--- config.mk ---
export PLATFORM = sky130hd
export DESIGN_NAME = bist_march_ctrl_flat
export DESIGN_NICKNAME = d
export VERILOG_FILES = /design/src/rtl/bist_march_ctrl_if.sv /design/src/rtl/bist_march_ctrl.sv /design/src/flat_wrapper.sv
export SDC_FILE = /design/constraint.sdc
export NUM_CORES = 1
export LEC_CHECK = 0
export BUFFER_PORTS_ARGS = -buffer_cell sky130_fd_sc_hd__buf_2
export CORE_MARGIN = 2
export CORE_UTILIZATION = 55
export DETAILED_ROUTE_END_ITERATION = 10
export MAX_ROUTING_LAYER = met4
export PLACE_DENSITY = 0.8
export REMOVE_ABC_BUFFERS = 1
export SLEW_MARGIN = 5
export SYNTH_ARGS = -nofsm -noshare
export SYNTH_HDL_FRONTEND = slang
export SYNTH_SLANG_ARGS = --single-unit
--- constraint.sdc ---
create_clock -name clk -period 3.7 [get_ports clk]
set_clock_uncertainty 0.2 [all_clocks]
set_input_delay 0 -clock clk [delete_from_list [all_inputs] [get_ports clk]]
set_output_delay 0 -clock clk [all_outputs]
set_load 0.02 [all_outputs]
--- src/rtl/bist_march_ctrl_if.sv ---
// SRAM-side bus between the March C- controller and the 256x8 BIST SRAM.
interface bist_march_ctrl_if #(
    parameter int unsigned ADDR_W = 8,
    parameter int unsigned DATA_W = 8
);
    logic [ADDR_W-1:0] ramaddr;
    logic [DATA_W-1:0] ramin;
    logic              we;
    logic [DATA_W-1:0] ramout;

    // Controller drives address/data/enable and samples read data.
    modport master (output ramaddr, output ramin, output we, input ramout);
    // SRAM side.
    modport slave (input ramaddr, input ramin, input we, output ramout);
endinterface

--- src/rtl/bist_march_ctrl.sv ---
// March C- MBIST controller: {up w0; up r0w1; up r1w0; dn r0w1; dn r1w0; up r0}.
// Reads are issued in phase 0 and checked at the edge closing phase 1, since the
// SRAM registers its read address and returns data one cycle later.
module bist_march_ctrl #(
    parameter int unsigned ADDR_W = 8,
    parameter int unsigned DATA_W = 8
) (
    input  logic                    clk,
    input  logic                    rst_n,
    input  logic                    start,
    bist_march_ctrl_if.master       ram,
    output logic                    busy,
    output logic                    done,
    output logic                    fail,
    output logic [ADDR_W-1:0]       fail_addr,
    output logic [2:0]              fail_elem
);
    localparam logic [ADDR_W-1:0] ADDR_MAX = '1;
    localparam logic [ADDR_W-1:0] ADDR_MIN = '0;
    localparam logic [DATA_W-1:0] BG_ONES  = '1;
    localparam logic [DATA_W-1:0] BG_ZERO  = '0;

    typedef enum logic [2:0] {
        S_IDLE, S_M0, S_M1, S_M2, S_M3, S_M4, S_M5, S_DONE
    } state_t;

    state_t              state_q, state_d;
    logic                phase_q, phase_d;
    logic [ADDR_W-1:0]   addr_q, addr_d;
    logic [DATA_W-1:0]   wdata_q, wdata_d;
    logic                we_q, we_d;
    logic                busy_q, busy_d;
    logic                done_q, done_d;
    logic                fail_q, fail_d;
    logic [ADDR_W-1:0]   fail_addr_q, fail_addr_d;
    logic [2:0]          fail_elem_q, fail_elem_d;

    // Per-element attributes: index, direction, expected read and write values.
    logic [2:0]          elem_c;
    logic                desc_c;
    logic [DATA_W-1:0]   exp_c;
    logic [ADDR_W-1:0]   last_c;
    state_t              next_elem_c;
    logic                next_desc_c;

    // Decode element attributes from the current state.
    always_comb begin
        elem_c      = 3'd0;
        desc_c      = 1'b0;
        exp_c       = BG_ZERO;
        next_elem_c = S_DONE;
        next_desc_c = 1'b0;
        case (state_q)
            S_M1: begin elem_c = 3'd1; next_elem_c = S_M2; end
            S_M2: begin elem_c = 3'd2; exp_c = BG_ONES; next_elem_c = S_M3; next_desc_c = 1'b1; end
            S_M3: begin elem_c = 3'd3; desc_c = 1'b1; next_elem_c = S_M4; next_desc_c = 1'b1; end
            S_M4: begin elem_c = 3'd4; desc_c = 1'b1; exp_c = BG_ONES; next_elem_c = S_M5; end
            S_M5: begin elem_c = 3'd5; end
            default: ;
        endcase
        last_c = desc_c ? ADDR_MIN : ADDR_MAX;
    end

    // Next-state and registered-output computation.
    always_comb begin
        state_d     = state_q;
        phase_d     = phase_q;
        addr_d      = addr_q;
        wdata_d     = wdata_q;
        we_d        = we_q;
        busy_d      = busy_q;
        done_d      = done_q;
        fail_d      = fail_q;
        fail_addr_d = fail_addr_q;
        fail_elem_d = fail_elem_q;
        case (state_q)
            S_IDLE, S_DONE: begin
                if (start) begin
                    state_d     = S_M0;
                    phase_d     = 1'b0;
                    addr_d      = ADDR_MIN;
                    wdata_d     = BG_ZERO;
                    we_d        = 1'b1;
                    busy_d      = 1'b1;
                    done_d      = 1'b0;
                    fail_d      = 1'b0;
                    fail_addr_d = ADDR_MIN;
                    fail_elem_d = 3'd0;
                end
            end
            S_M0: begin
                if (addr_q == ADDR_MAX) begin
                    state_d = S_M1;
                    addr_d  = ADDR_MIN;
                    phase_d = 1'b0;
                    we_d    = 1'b0;
                end else begin
                    addr_d = addr_q + ADDR_W'(1);
                end
            end
            default: begin
                if (!phase_q) begin
                    // Read issued; open the write/check phase at the same address.
                    phase_d = 1'b1;
                    we_d    = (state_q != S_M5);
                    wdata_d = ~exp_c;
                end else begin
                    phase_d = 1'b0;
                    we_d    = 1'b0;
                    if (ram.ramout != exp_c) begin
                        state_d     = S_DONE;
                        fail_d      = 1'b1;
                        fail_addr_d = addr_q;
                        fail_elem_d = elem_c;
                        busy_d      = 1'b0;
                        done_d      = 1'b1;
                    end else if (addr_q == last_c) begin
                        if (state_q == S_M5) begin
                            state_d = S_DONE;
                            busy_d  = 1'b0;
                            done_d  = 1'b1;
                        end else begin
                            state_d = next_elem_c;
                            addr_d  = next_desc_c ? ADDR_MAX : ADDR_MIN;
                        end
                    end else begin
                        addr_d = desc_c ? (addr_q - ADDR_W'(1)) : (addr_q + ADDR_W'(1));
                    end
                end
            end
        endcase
    end

    // State and output registers.
    always_ff @(posedge clk or negedge rst_n) begin
        if (!rst_n) begin
            state_q     <= S_IDLE;
            phase_q     <= 1'b0;
            addr_q      <= '0;
            wdata_q     <= '0;
            we_q        <= 1'b0;
            busy_q      <= 1'b0;
            done_q      <= 1'b0;
            fail_q      <= 1'b0;
            fail_addr_q <= '0;
            fail_elem_q <= 3'd0;
        end else begin
            state_q     <= state_d;
            phase_q     <= phase_d;
            addr_q      <= addr_d;
            wdata_q     <= wdata_d;
            we_q        <= we_d;
            busy_q      <= busy_d;
            done_q      <= done_d;
            fail_q      <= fail_d;
            fail_addr_q <= fail_addr_d;
            fail_elem_q <= fail_elem_d;
        end
    end

    assign ram.ramaddr = addr_q;
    assign ram.ramin   = wdata_q;
    assign ram.we      = we_q;
    assign busy        = busy_q;
    assign done        = done_q;
    assign fail        = fail_q;
    assign fail_addr   = fail_addr_q;
    assign fail_elem   = fail_elem_q;
endmodule

--- src/flat_wrapper.sv ---
// flat-port wrapper written by rule: the top's interface ports become plain ports
module bist_march_ctrl_flat 
#(
    parameter int unsigned ADDR_W = 8,
    parameter int unsigned DATA_W = 8
)
  (clk, rst_n, start, busy, done, fail, fail_addr, fail_elem, ram_ramaddr, ram_ramin, ram_we, ram_ramout);
  bist_march_ctrl_if #(.ADDR_W(ADDR_W), .DATA_W(DATA_W)) ram_i ();
  input  logic clk;
  input  logic rst_n;
  input  logic start;
  output logic busy;
  output logic done;
  output logic fail;
  output logic [ADDR_W-1:0] fail_addr;
  output logic [2:0] fail_elem;
  output wire logic [$bits(ram_i.ramaddr)-1:0] ram_ramaddr;
  output wire logic [$bits(ram_i.ramin)-1:0] ram_ramin;
  output wire logic [$bits(ram_i.we)-1:0] ram_we;
  input wire logic [$bits(ram_i.ramout)-1:0] ram_ramout;
  assign ram_ramaddr = ram_i.ramaddr;
  assign ram_ramin = ram_i.ramin;
  assign ram_we = ram_i.we;
  assign ram_i.ramout = ram_ramout;
  bist_march_ctrl #(.ADDR_W(ADDR_W), .DATA_W(DATA_W)) u_core (.clk(clk), .rst_n(rst_n), .start(start), .ram(ram_i), .busy(busy), .done(done), .fail(fail), .fail_addr(fail_addr), .fail_elem(fail_elem));
endmodule
==> run metrics <==
Antenna diodes 0; R2R depth 8; vias in the first global route approximately 1.7k; main flop type after synthesis dfrtp_1; CTS clk-pin slew, worst paths about 100 ps; share of the yosys chip area belonging to registers 33.71%; kind of critical path reg2reg; die height 65.47 um; Worst EP arrival 3090 ps; TritonCTS clock tree done; CP required roughly 3700 ps; clk_lat worst skew 280 ps; reg2reg start u_core.state_q[1]; Crit. End Element flip-flop; Rows 22; Post-synth EDFFs 0; fin crit period between 3000 and 4000 ps; WL final 4.711 mm; width of the die between 60 and 70 um; hold_buf cts 2; FFs w/ async S/R, synth 100.0%; Max-Cap Viols 0; initial antenna violation count 0; I/O Pins 42; synth cell count leaders dfrtp_1, nor2_1, inv_1, nand2_1; Netlist Area Pre-Place approximately 0.0021 mm2; most frequent cell after synthesis dfrtp_1; register-to-register setup slack 590 ps; total clock sinks 28; Routed wire per std cell 14.63 um; CP max FO 19; unrepaired setup endpoints after global routing no; Setup crit start kind flip-flop; Worst R2R End u_core.ram.ramaddr[4]; Max clock buf depth 2; CTS Buf Count 3; endpoints failing setup 0; Synth Register Bits 28; syn_area_per_cell roughly 8.4 um2; dpl hpwl ~3.4 mm; first-pass GRT wire length 7.714 mm; status completed; drt initial violations 119; Pleak 1.092 nW; Worst Hold Class in2async; largest net degree at the start of global routing 29; Post-CTS Setup Bufs 0; core area 0.003633 mm2; pwr/cell area 971.9 mW/mm2; Max Fclk 0.3216 GHz; CP bufs+invs 1; Top Family by Delay on Critical Path compound AO/OA/AOI/OAI gates; Final #Nets 291; I/O Buffers 41; ANT nets after route 0; fin crit share 84.04%; RD Place Congestion 0.8784; CP Cell Sequence inv_1 -> ha_1 -> and3b_1 -> a32oi_1 -> o21ai_1 -> o21bai_1 -> o311ai_0 -> a22o_1; share of the synthesized area in the top cell type between 30 and 40%; share of cells above drive strength 1 between 20% and 30%; synth top area cells dfrtp_1, nor2_1, mux2i_1, inv_1, nand2_1; vias per inst 5.981; Vias 1,926; VDD IR max about 0.00049 V; CP peak stage delay 730 ps; Worst slew margin 56.51%; Initial Utilization 57.20%; Least-Margin Pin Slew around 650 ps; setup_tns 0 ps; H-tree depth 1; area grow syn2layout 12.88%; Synth Warn # 0; Cells after Synth 247; final core occ between 60% and 70%; Total GRT Usage 23.16%; Post-CTS Resized 0; library cells used by synthesis 61; total gr overflow 0; area leader, netlist dfrtp_1; slowest stage cell on the critical path dfrtp_1; Slew Limit Fails 0; Root Driver clkbuf_8; DIE AREA 0.004286 mm2; drt first pass iters 4; Final Hold Vio Count 0; drc violations 0
==> report_power, final <==
group | leakage, nW | switching (mW) | internal, mW
combinational | 0.713 | 0.801 | 0.579
clock | 0.0357 | 0.101 | 0.145
sequential | 0.344 | 0.216 | 0.438
total | 1.09 | 1.12 | 1.16
==> layout by cell type (no fill, tap or decap), drive strengths merged, types with 5 or more instances in the layout <==
cell	instances
xor2	5
a21oi	11
o21ai	10
mux2i	9
inv	19
nand2	19
nor4	5
nor2	26
buf	46
dfrtp	28
nand3	8
ha	5
mux2	6
==> sequential cells by signal, summed over array words and instances, names as in the netlist <==
signal and count:
u_core.busy 1, u_core.done 1, u_core.fail 1, u_core.fail_addr 8, u_core.fail_elem 3, u_core.phase_q 1, u_core.ram.ramaddr 8, u_core.ram.ramin 1
u_core.ram.we 1, u_core.state_q 3
==> worst reg2reg max path: cells and delay by family (launching register included) <==
family          cells  cell delay [ps]
fa+ha+maj           1              350
simple gates        1              280
compound gates      5             1310
buf+inv             1              150
flops               1              730
==> how the worst max path moves through the flow <==
stage,to,depth (start not counted),startpoint
after CTS,u_core.ram.ramaddr[4],8,u_core.state_q[1]
after global placement,u_core.ram.ramaddr[4],8,u_core.state_q[1]
after global routing,u_core.ram.ramaddr[4],8,u_core.state_q[1]
after detailed placement,u_core.ram.ramaddr[4],8,u_core.state_q[1]
after floorplan,u_core.ram.ramaddr[3],7,u_core.state_q[2]
final,u_core.ram.ramaddr[4],8,u_core.state_q[1]
==> through the flow <==
stage	setup WS (ps)	total power, mW	std cells	instance area, um2	hold WS (ps)
finish	590.5	2.280	322	2346	56.90
global route	351.7	2.457	322	2346	140.7
CTS	632.8	2.278	322	2346	80.07
detailed placement	646.5	2.025	316	2255	-142.2
global placement	743.1	1.990	316	2255	-140.7
floorplan	398.7	1.614	222	1952	-495.6
==> area by class of cell <==
cell class / instances / area, um2
Tap cell: 48 / 60.06
Fill cell: 339 / 1287
Sequential cell: 28 / 700.7
Timing Repair Buffer: 48 / 262.8
Clock inverter: 1 / 30.03
Multi-Input combinational cell: 175 / 1180
Clock buffer: 3 / 41.29
Inverter: 19 / 71.32
==> kinds of logic after synthesis <==
family	count (synthesis)	share of synthesized area [%]
AO/OA/AOI/OAI	56	19.45
XOR/XNOR	9	3.793
adder cells (fa/ha/maj)	6	3.492
buffers and inverters	44	9.512
flip-flops	28	33.71
multiplexers	15	7.586
AND/OR/NAND/NOR	89	22.46
==> layer usage <==
layer	vias up	GRT usage, %	part of all wire [%]
met4	0	4.948	0.34
li1	938	-	-
met5	-	-	0
met2	63	38.90	50
met3	2	1.884	5.1
met1	923	30.90	45
Power figures use the tool's default switching activity.
